<file path="src/rtl/reflet_uart_arb_pick.sv">
// Round-robin picker shared by arbiters in front of single-user peripherals.
// Purely combinational: the caller registers the result.
module reflet_uart_arb_pick #(
  parameter int unsigned nb_req = 4
) (
  input  logic [nb_req-1:0]         req,
  input  logic [$clog2(nb_req)-1:0] last_grant,
  output logic [$clog2(nb_req)-1:0] winner,
  output logic                      found
);

  localparam int unsigned id_w = $clog2(nb_req);

  logic [id_w-1:0] idx;

  // Scan last_grant+1, last_grant+2, ... modulo nb_req; the first request seen wins.
  always_comb begin
    winner = '0;
    found  = 1'b0;
    idx    = '0;
    for (int unsigned k = 1; k <= nb_req; k++) begin
      idx = id_w'((32'(last_grant) + k) % nb_req);
      if (!found && req[idx]) begin
        found  = 1'b1;
        winner = idx;
      end
    end
  end

endmodule

</file>
<file path="src/rtl/reflet_uart_tx_arbiter.sv">
// Shares one reflet UART transmitter between nb_req requesters, one byte at a
// time, round-robin, with an optional per-requester lock for multi-byte messages.
module reflet_uart_tx_arbiter #(
  parameter int unsigned nb_req         = 4,
  parameter int unsigned timeout_cycles = 16384
) (
  input  logic                      clk,
  input  logic                      reset,
  input  logic [nb_req-1:0]         req_valid,
  input  logic [8*nb_req-1:0]       req_data,
  input  logic [nb_req-1:0]         req_lock,
  output logic [nb_req-1:0]         req_ready,
  output logic [7:0]                uart_data,
  output logic                      uart_start,
  input  logic                      uart_done,
  output logic [$clog2(nb_req)-1:0] grant_id,
  output logic                      busy,
  output logic                      timeout_err
);

  localparam int unsigned id_w  = $clog2(nb_req);
  localparam int unsigned cnt_w = (timeout_cycles > 1) ? $clog2(timeout_cycles) : 1;
  localparam bit          wd_en = (timeout_cycles != 0);
  localparam logic [cnt_w-1:0] cnt_last = cnt_w'(wd_en ? timeout_cycles - 1 : 0);

  localparam logic [1:0] IDLE  = 2'd0;
  localparam logic [1:0] START = 2'd1;
  localparam logic [1:0] WAIT  = 2'd2;

  logic [1:0]        state_q, state_d;
  logic [id_w-1:0]   last_q, last_d;
  logic              lock_v_q, lock_v_d;
  logic [id_w-1:0]   lock_id_q, lock_id_d;
  logic [cnt_w-1:0]  cnt_q, cnt_d;
  logic [7:0]        data_d;
  logic [id_w-1:0]   grant_d;
  logic [nb_req-1:0] ready_d;
  logic              start_d, busy_d, timeout_d;

  logic              lock_hold;
  logic [nb_req-1:0] cand;
  logic [id_w-1:0]   pick_id;
  logic              pick_found;
  logic [7:0]        req_bytes [nb_req];

  // Unpack the flat byte bus into one byte per requester.
  for (genvar i = 0; i < nb_req; i++) begin : g_bytes
    assign req_bytes[i] = req_data[8*i +: 8];
  end

  // A live lock narrows the candidate set to the owner alone.
  assign lock_hold = lock_v_q && req_lock[lock_id_q];
  assign cand      = lock_hold ? (req_valid & (nb_req'(1) << lock_id_q)) : req_valid;

  reflet_uart_arb_pick #(
    .nb_req (nb_req)
  ) u_pick (
    .req        (cand),
    .last_grant (last_q),
    .winner     (pick_id),
    .found      (pick_found)
  );

  // Next-state and next-output logic; timeout_err is registered on the abort
  // edge, so it shows in the cycle after the last WAIT cycle.
  always_comb begin
    state_d   = state_q;
    last_d    = last_q;
    lock_v_d  = lock_v_q;
    lock_id_d = lock_id_q;
    cnt_d     = cnt_q;
    data_d    = uart_data;
    grant_d   = grant_id;
    ready_d   = '0;
    timeout_d = 1'b0;
    case (state_q)
      IDLE: begin
        if (!lock_hold) lock_v_d = 1'b0;
        if (pick_found) begin
          data_d           = req_bytes[pick_id];
          grant_d          = pick_id;
          ready_d[pick_id] = 1'b1;
          state_d          = START;
        end
      end
      START: begin
        cnt_d   = '0;
        state_d = WAIT;
      end
      WAIT: begin
        cnt_d = cnt_q + cnt_w'(1);
        if (uart_done) begin
          last_d    = grant_id;
          lock_v_d  = req_lock[grant_id];
          lock_id_d = grant_id;
          state_d   = IDLE;
        end else if (wd_en && (cnt_q == cnt_last)) begin
          timeout_d = 1'b1;
          lock_v_d  = 1'b0;
          last_d    = grant_id;
          state_d   = IDLE;
        end
      end
      default: state_d = IDLE;
    endcase
    start_d = (state_d == START);
    busy_d  = (state_d != IDLE);
  end

  // State and output registers with synchronous active-low reset.
  always_ff @(posedge clk) begin
    if (!reset) begin
      state_q     <= IDLE;
      last_q      <= id_w'(nb_req - 1);
      lock_v_q    <= 1'b0;
      lock_id_q   <= '0;
      cnt_q       <= '0;
      uart_data   <= '0;
      grant_id    <= '0;
      req_ready   <= '0;
      uart_start  <= 1'b0;
      busy        <= 1'b0;
      timeout_err <= 1'b0;
    end else begin
      state_q     <= state_d;
      last_q      <= last_d;
      lock_v_q    <= lock_v_d;
      lock_id_q   <= lock_id_d;
      cnt_q       <= cnt_d;
      uart_data   <= data_d;
      grant_id    <= grant_d;
      req_ready   <= ready_d;
      uart_start  <= start_d;
      busy        <= busy_d;
      timeout_err <= timeout_d;
    end
  end

endmodule

</file>
<file path="config.mk">
export PLATFORM = sky130hd
export DESIGN_NAME = reflet_uart_tx_arbiter
export DESIGN_NICKNAME = d
export VERILOG_FILES = /design/src/rtl/reflet_uart_arb_pick.sv /design/src/rtl/reflet_uart_tx_arbiter.sv
export SDC_FILE = /design/constraint.sdc
export NUM_CORES = 1
export LEC_CHECK = 0
export ABC_AREA = 1
export BUFFER_PORTS_ARGS = -buffer_cell sky130_fd_sc_hd__buf_2
export CAP_MARGIN = 20
export CORE_UTILIZATION = 47
export CTS_CLUSTER_SIZE = 30
export DETAILED_ROUTE_END_ITERATION = 10
export PLACE_DENSITY = 0.76
export SYNTH_ARGS = -nofsm -noshare
export SYNTH_HDL_FRONTEND = slang
export SYNTH_HIERARCHICAL = 1
export SYNTH_SLANG_ARGS = --single-unit
</file>
<file path="constraint.sdc">
create_clock -name clk -period 2.4 [get_ports clk]
set_clock_uncertainty 0.05 [all_clocks]
set_input_delay 0.24 -clock clk [delete_from_list [all_inputs] [get_ports clk]]
set_output_delay 0.24 -clock clk [all_outputs]
set_load 0.02 [all_outputs]
</file>
; ---- After elaboration in Yosys (flattened, before gate mapping)
; Cells that the tools add are included.
[totals]
input_bits = 43
out_inout_bits = 17
reg_bits = 38
word_cells = 93
[op_classes]
n_reduce_logical = 19
add_sub_neg = 5
eq_ne = 6
n_mux = 38
order_cmp = 9
bitwise_logic = 4
shifts = 1
[op_table]
columns = operator, n
row1 = $pmux W14 S2, 1
row2 = $lt A2 B3 Y1 const B, 7
row3 = $mux W2, 9
row4 = $bmux W8 S2, 1
row5 = $mux W8, 2
row6 = $mux W1, 15
row7 = $add A14 B1 Y14 const B, 1
row8 = $eq A14 B14 Y1 const B, 1
row9 = $bmux W1 S2, 6
row10 = $reduce_bool A2 Y1, 4
row11 = $pmux W2 S3, 1
row12 = $reduce_and A2 Y1, 3
row13 = $reduce_and A3 Y1, 2
row14 = $logic_and A1 B1 Y1, 5
row15 = $add A2 B1 Y2 const B, 2
row16 = $add A2 B2 Y2 const B, 2
row17 = $and A4 B4 Y4, 1
row18 = $eq A2 B1 Y1 const B, 2
row19 = $mux W4, 1
row20 = $shl A1 B2 Y4 const A, 1
row21 = $ge A3 B3 Y1 const B, 1
row22 = $logic_not A1 Y1, 3
row23 = $ne A3 B3 Y1 const B, 1
row24 = $not A2 Y3, 1
row25 = 8 further kinds, 9

; ---- Longest topological paths before layout
; Gate-level depths: netlist (run 1).
[depth]
depth_word = 20
depth_mapped = 18
mapped_depth_nobuf = 18

; ---- Hierarchy
; Netlist (run 1), hierarchy kept.
[by_module_without_submodules]
columns = module, instances, seq_area_each_um2, cells_each, area_each_um2
row1 = reflet_uart_tx_arbiter, 1, 760.7, 277, 1919.3
row2 = reflet_uart_arb_pick, 1, 0.0, 52, 271.5

; ---- Least setup slack after synthesis (run 1)
; No wires, ideal clock.
[synth_path]
path_type = reg2reg
startpoint = register lock_id_q[0]
endpoint = register uart_data[2]
required_time_ns = 2.269
setup_time_ns = 0.081
arrival_time_ns = 2.260
period_less_slack_ns = 2.391
setup_slack_ns = 0.009
stages_incl_launch_ff = 18
path_buffers = 0
path_cell_list = dfxtp_1 > inv_1 > nand2_1 > nand2_1 > nand2_1 > a21oi_1 > a21boi_0 > nand2_2 > nand2_1 > nand2_1 > nand2_4 > nor2_8 > nand4_1 > nand3_1 > inv_2 > nor2_1 > nand2_1 > a41oi_1
[synth_via]
elab_chain_cells = 20
word_cells_on_any_way = 33
cone_classes = shift: 1 / mux: 22 / bitwise: 2 / reduce/logical: 8
[synth_lines]
columns = item, line_no
row1 = from (decl), reflet_uart_tx_arbiter.sv:33  ; logic [id_w-1:0] lock_id_q, lock_id_d;
row2 = from (signal assigned), reflet_uart_tx_arbiter.sv:128  ; lock_id_q <= lock_id_d;
row3 = $bmux W1 S2, reflet_uart_tx_arbiter.sv:52  ; assign lock_hold = lock_v_q && req_lock[lock_id_q];
row4 = $mux W1 (implied by the code), reflet_uart_tx_arbiter.sv:52
row5 = $logic_and A1 B1 Y1, reflet_uart_tx_arbiter.sv:52
row6 = $mux W4 (*), reflet_uart_tx_arbiter.sv:53  ; assign cand = lock_hold ? (req_valid & (nb_req'(1) << lock_id_q)) : req_valid;
row7 = named net cand[3], reflet_uart_tx_arbiter.sv:41  ; logic [nb_req-1:0] cand;
row8 = $bmux W1 S2, reflet_uart_arb_pick.sv:23  ; if (!found && req[idx]) begin
row9 = $mux W1 (implied by the code), reflet_uart_arb_pick.sv:23
row10 = $mux W1, reflet_uart_arb_pick.sv:23
row11 = [... 5 more ...], -
row12 = $mux W1, reflet_uart_arb_pick.sv:23
row13 = $logic_not A1 Y1, reflet_uart_arb_pick.sv:23
row14 = $logic_and A1 B1 Y1, reflet_uart_arb_pick.sv:23
row15 = $mux W2 (*), reflet_uart_arb_pick.sv:23
row16 = named net pick_id[1], reflet_uart_tx_arbiter.sv:42  ; logic [id_w-1:0] pick_id;
row17 = $not A2 Y3 (implied by the code) (*), reflet_uart_tx_arbiter.sv:80  ; data_d = req_bytes[pick_id];
row18 = $bmux W8 S2 (*), reflet_uart_tx_arbiter.sv:80
row19 = $mux W8 (implied by the code) (*) (2 in series), reflet_uart_tx_arbiter.sv:80
row20 = to (signal assigned), reflet_uart_tx_arbiter.sv:130  ; uart_data <= data_d;
row21 = to (decl), reflet_uart_tx_arbiter.sv:13  ; output logic [7:0] uart_data,
; Mark *: on every way through the listed nets, which the timed path passes. The rest lies on a longest branch. The select of a mux whose other input is x is not followed.
; A chain may end at the register's enable or synchronous reset.

; ---- Final worst setup path (run 1)
[layout_path]
startpoint = register lock_id_q[0]
endpoint = register uart_data[1]
; The elaborated chain is that of the path after synthesis.

==> results of run 1 <==
-- sequential cells by signal, summed over array words and instances, names as in the netlist --
signal / count
lock_v_q: 1
lock_id_q: 2
grant_id: 2
timeout_err: 1
last_q: 2
busy: 1
state_q: 2
uart_data: 8
req_ready: 4
cnt_q: 14
uart_start: 1
-- per-stage QoR --
| stage | instances | utilization, % | cell area (sq um) | worst slack (ns) |
|---|---|---|---|---|
| 2_1_floorplan | 329 | - | 2190 | 0.00946 |
| 3_5_place_dp | 445 | 59.4 | 2620 | -0.239 |
| 6_report | 455 | 66.7 | 2940 | 0.0414 |
| 3_3_place_gp | 445 | 59.4 | 2620 | -0.143 |
| 5_1_grt | 455 | 66.7 | 2940 | -0.151 |
| 4_1_cts | 453 | 62.1 | 2740 | -0.00482 |
-- power by group through the flow --
stage	clock, uW	combinational [uW]	sequential [uW]
finish	449	1790	869
floorplan	0	876	981
global placement	0	1440	877
CTS	458	1500	863
global route	483	1960	885
detailed placement	0	1470	874
-- cells in the mapped netlist (5+ instances only) --
cell / instances / share of area [%]
dfxtp_1: 38 / 35
nand4_1: 5 / 1.4
nand2_1: 87 / 15
nand2_2: 6 / 1.7
ha_1: 5 / 2.9
o21ai_0: 20 / 4.6
nor3_1: 5 / 1.1
a41oi_1: 8 / 3.2
a21oi_1: 17 / 3.9
inv_1: 40 / 6.9
nor2_1: 27 / 4.6
nand3_1: 31 / 7.1
-- area by class of cell --
cell class                 count  share of cell area, %
multi-input combinational    239                   48.4
timing repair buffer          73                   14.5
clock inverter                 1                  0.170
tap                           52                   2.21
inverter                      45                   5.82
sequential                    38                   26.0
clock buffer                   7                   2.93
-- timing repair --
item	4_1_cts	5_1_grt
endpoints found under the setup margin	14	17
pin swaps	1	16
gates resized for setup	11	49
buffers inserted	0	2
-- how the worst min path moves through the flow --
| stage | to | slack [ns] | depth (start not counted) |
|---|---|---|---|
| floorplan | timeout_err | 0.36 | 3 |
| finish | uart_data[6] | 0.17 | 3 |
| global route | uart_data[6] | 0.17 | 3 |
| detailed placement | cnt_q[10] | 0.41 | 1 |
| CTS | timeout_err | 0.18 | 4 |
| global placement | cnt_q[10] | 0.40 | 1 |
-- cells by family after synthesis --
kind of cell	after synthesis
and+or+nand+nor	174
buffers and inverters	52
DFF	38
AOI/OAI and AO/OA	59
xor gates and xnor gates	1
adders and majority gates	5
-- metal layers --
metal	up-vias	GRT usage [%]	share of wire, %
met4	0	8.22	2.0
met2	54	38.6	48
met1	1124	32.0	45
met5	-	0	0
met3	11	3.75	4.3
li1	1228	-	-
-- worst min-delay path: stages --
cell	delay [ns]
buf_2	0.08
nand2_2	0.04
a41oi_2	0.10
==> out/results.ini, run 1 <==
[status]
outcome = complete, no violations

[worst_setup_path]
critPathBufInv = 2
worst_path_largest_cell_delay_ns = 0.38
rrSetupSlack_ns = 0.04
crit_start = lock_id_q[0]
cp-endpoint = uart_data[1]
cp.arrival_ns = 2.45
worstPathMaxFanout = 5
crit_type = flop to flop
cp.depth = 18
r2r-end = uart_data[1]
rr_worst_depth = 18
critPathLaunchType = flop
slowest_stage = dfxtp_4
critPathCaptureType = flop
critPathTopFamily = simple AND/OR/NAND/NOR gates
cpMostUsedCell = nand2_2
crit_chain = inv_4 -> nand2_1 -> nand2_1 -> nand2_2 -> a21oi_4 -> a21boi_2 -> nand2_2 -> nand2_2 -> nand2_4 -> nand2_4 -> nor2_2 -> a21oi_2 -> nand3_2 -> nand2_2 -> buf_6 -> nor2_1 -> a21oi_2 -> a41oi_2
reg2reg_from = lock_id_q[0]
required_ns = 2.49

[timing]
setup_violations = 0
finalSetupTns_ns = 0
grt_setup_unrepaired = true
clock.fmax_mhz = 424
hold_viol = 0
finalCritPeriodShare_pct = 98.3
fin_hold_ws_ns = 0.169
final-max-slew-violation-count = 0
fin_crit_ns = 2.36
slew_headroom_pct = 71.4
worst_pin_slew_ns = 0.428

[pwr]
p_clk_share_pct = 14.4
leakagePower_uw = 0.00140
irDropWorstVdd_mv = 0.693
finalPower_uw = 3110
power_switching_uw = 1410
swShare_pct = 45.4
power_density_nw_per_um2 = 1060
internal-power_uw = 1700
combinationalPowerShare_pct = 57.6
p_seq_share_pct = 28.0

[floorplan]
core_area_sq_um = 4410
die_w_microns = 70.3
die-area_sq_um = 4940
num_rows = 24
die_h_microns = 70.3
start_util_pct = 49.6
io_pins = 60

[cts]
clk_pin_slew_worst_paths_ns = 0.07
cts_buffers = 5
cts_hold_buf = 0
root_buffer = clkbuf_8
cts.sinks = 38
tritoncts = built
htreeDepth = 2
clockBufferDepth = 2
clock_latency_ns = 0.29

[logic_synthesis]
synth_mux_area_share_pct = 0
synth_fa_ha_area_share_pct = 2.86
yosysSeqAreaShare_pct = 34.7
synthDistinctLibCells = 34
synth_simple_gate_area_share_pct = 36.7
synth-seq-cells = 38
synth-compound-area-share_pct = 16.1
synthXorXnorAreaFrac_pct = 0.400
synth-async-reset-ratio_pct = 0
netlist_area_sq_um = 2190
syn-num-nets = 377
synth_cells = 329
synth_top_family_by_area = simple AND/OR/NAND/NOR gates
synth_edf_count = 0
synth.avg_cell_area_sq_um = 6.66
synth_warnings = 6
synth_flop_cell = dfxtp_1

[cells_and_area]
n_fill_cell = 405
nNetsFinal = 450
diodes = 0
final_common_cell = nand2_1
layout_common_cells = 74 x nand2_1, 59 x buf_2, 38 x inv_1
syn_to_final_growth_pct = 34.4
multi_input_area_sq_um = 1420
register_area_sq_um = 764
drive_gt1_share_pct = 34.7

[route]
drt_pass1_iterations = 4
avgRoutedWirePerCell_microns = 12.7
first_iter_violations = 119
drt_wl_total_microns = 5780
dr_total_vias = 2417
drc = 0
viasPerCell = 5.31
drtAntennaViolNets = 0

[grt]
antenna_found_initial = 0
grt_overflow = 0
grt_use_total_pct = 23.8
grt_first_pass_wirelength_microns = 9670
grt_pass1_vias = 2234
grt_max_degree = 20

[worst_hold_path]
min_path_type = input pin to flop
min_from = req_data[22]

[job]
drv_cap = 0

[placement]
routabilityCongestion = 0.854
dp_hpwl_microns = 4120
io_buffers = 59

(Power assumes the default switching activity.)
==> run 2, diff against run 1 <==
--- a/config.mk
+++ b/config.mk
@@ -9,9 +9,11 @@
 export BUFFER_PORTS_ARGS = -buffer_cell sky130_fd_sc_hd__buf_2
 export CAP_MARGIN = 20
 export CORE_UTILIZATION = 47
+export CTS_BUF_LIST = sky130_fd_sc_hd__clkbuf_16
 export CTS_CLUSTER_SIZE = 30
 export DETAILED_ROUTE_END_ITERATION = 10
 export PLACE_DENSITY = 0.76
+export REMOVE_ABC_BUFFERS = 1
 export SYNTH_ARGS = -nofsm -noshare
 export SYNTH_HDL_FRONTEND = slang
 export SYNTH_HIERARCHICAL = 1
==> out/results.ini, run 2 (same netlist as run 1, synthesis figures left out) <==
[status]
outcome = finished, violations left
violations = negative setup slack

[floorplan]
die_h_microns = 70.3
die_w_microns = 70.3
core_area_sq_um = 4410
die-area_sq_um = 4940
start_util_pct = 49.6
io_pins = 60
num_rows = 24

[cells_and_area]
nNetsFinal = 462
n_fill_cell = 329
syn_to_final_growth_pct = 42.7
diodes = 0
largest_reg_flops = 14
register_area_sq_um = 763
largest_register = cnt_q
multi_input_area_sq_um = 1450
top_regs = cnt_q: 14 flops, uart_data: 8 flops, req_ready: 4 flops
final_common_cell = nand2_1
drive_gt1_share_pct = 36.1
layout_common_cells = 78 x nand2_1, 59 x buf_2, 38 x inv_1

[pwr]
irDropWorstVdd_mv = 0.671
power_density_nw_per_um2 = 1150
leakagePower_uw = 0.00149

[route]
drt_wl_total_microns = 6470
avgRoutedWirePerCell_microns = 13.8
dr_total_vias = 2489
drc = 0
first_iter_violations = 170
drtAntennaViolNets = 0
drt_pass1_iterations = 4
viasPerCell = 5.33

[cts]
cts_buffers = 5
clk_pin_slew_worst_paths_ns = 0.06
clock_latency_ns = 0.28
cts_hold_buf = 0
clockBufferDepth = 2
htreeDepth = 2
cts.sinks = 38
root_buffer = clkbuf_16
tritoncts = built

[worst_hold_path]
min_path_type = input pin to flop

[timing]
worst_pin_slew_ns = 0.325
finalCritPeriodShare_pct = 103
fin_hold_ws_ns = 0.185
timing.final.ws_setup_ns = -0.0802
final-max-slew-violation-count = 0
grt_setup_unrepaired = true
clock.fmax_mhz = 403
fin_crit_ns = 2.48
slew_headroom_pct = 78.1
setup_violations = 2
hold_viol = 0

[grt]
grt_use_total_pct = 25.5
grt_max_degree = 19
grt_util_met1_pct = 30.8
grt_overflow = 0
met3_usage_pct = 4.91
grt_first_pass_wirelength_microns = 10100
grt.met2_usage_pct = 44.0
grt_pass1_vias = 2368
top_usage_layer = met2
antenna_found_initial = 0

[placement]
io_buffers = 59
dp_hpwl_microns = 4340
dp_slack_ns = -0.239
routabilityCongestion = 0.922

[worst_setup_path]
slowest_stage = dfxtp_2
critPathLaunchType = flop
worst_path_largest_cell_delay_ns = 0.33
required_ns = 2.49
crit_chain = inv_2 -> nand2_1 -> nand2_1 -> nand2_2 -> a21oi_4 -> a21boi_2 -> nand2_1 -> nand2_1 -> buf_4 -> nand2_1 -> nand2_1 -> nand4_1 -> nand3_4 -> nand2_4 -> buf_4 -> nor2_1 -> a21oi_1 -> a41oi_2
crit_type = flop to flop
cp.arrival_ns = 2.57
critPathBufInv = 3
critPathTopFamily = simple AND/OR/NAND/NOR gates
cpMostUsedCell = nand2_1
worstPathMaxFanout = 5
critPathCaptureType = flop

[job]
drv_cap = 0

==> run 2: changes by cell type in the layout (fill, tap and decap cells not counted), moves of 3 or more <==
cell,before,now
buf_4,10,19
clkbuf_8,6,0
clkbuf_16,0,5
nand2_1,74,78
clkinv_1,0,3
nand2_2,17,14
==> run 2: what timing repair did <==
action | CTS | global route
pin swaps | 5 | 14
gates cloned | 0 | 0
gates resized for setup | 19 | 44
buffers inserted | 1 | 3
setup endpoints to repair | 15 | 16
==> run 2: worst reg2reg max path: stages, from the launching register on <==
cell	delay, ns
dfxtp_2	0.33
inv_2	0.07
nand2_1	0.05
nand2_1	0.07
nand2_2	0.07
a21oi_4	0.23
a21boi_2	0.10
nand2_1	0.09
nand2_1	0.08
buf_4	0.14
nand2_1	0.08
nand2_1	0.07
nand4_1	0.15
nand3_4	0.16
nand2_4	0.10
buf_4	0.11
nor2_1	0.04
a21oi_1	0.21
a41oi_2	0.14
==> run 2: power breakdown <==
| group | internal [uW] | switching, uW | leakage (uW) | total, uW |
|---|---|---|---|---|
| registers | 778 | 96.1 | 0.000312 | 874 |
| clock network | 373 | 239 | 0.0000663 | 613 |
| logic | 887 | 1230 | 0.00112 | 2120 |
| total | 2040 | 1570 | 0.00149 | 3610 |
==> run 2: path summary, 6_finish.rpt <==
check,start,end,slack [ns],depth (start not counted)
hold / removal,uart_done,timeout_err,0.18,4
setup reg to reg,lock_id_q[0],uart_data[1],-0.08,18
setup / recovery,lock_id_q[0],uart_data[1],-0.08,18
hold reg to reg,cnt_q[10],cnt_q[10],0.42,1
==> run 2: layout make-up <==
cell class              count  share of cell area, %
clock inverters             3                  0.360
clock buffers               5                   4.00
repair buffers             85                   17.2
flip-flops and latches     38                   24.4
multi-input cells         239                   46.5
well taps                  52                   2.08
inverters                  45                   5.48
==> run 2: per-layer routing <==
layer  routed length (microns)  up-vias  share of wire, %
met1                      2720     1142                42
met5                         0        -                 0
met3                       255       18               3.9
li1                          -     1256                 -
met2                      3350       73                52
met4                       141        0               2.2
==> run 2: metrics by stage <==
stage / TNS, ns / std cells / area [sq um] / utilization, % / power (uW)
after floorplan: -0.813 / 322 / 2160 / - / 1820
after global placement: -0.258 / 455 / 2700 / 61.1 / 2420
after detailed placement: -1.78 / 455 / 2700 / 61.1 / 2460
after CTS: 0 / 464 / 2890 / 65.5 / 3150
after global routing: -1.19 / 467 / 3130 / 70.8 / 3820
final: -0.120 / 467 / 3130 / 70.8 / 3610
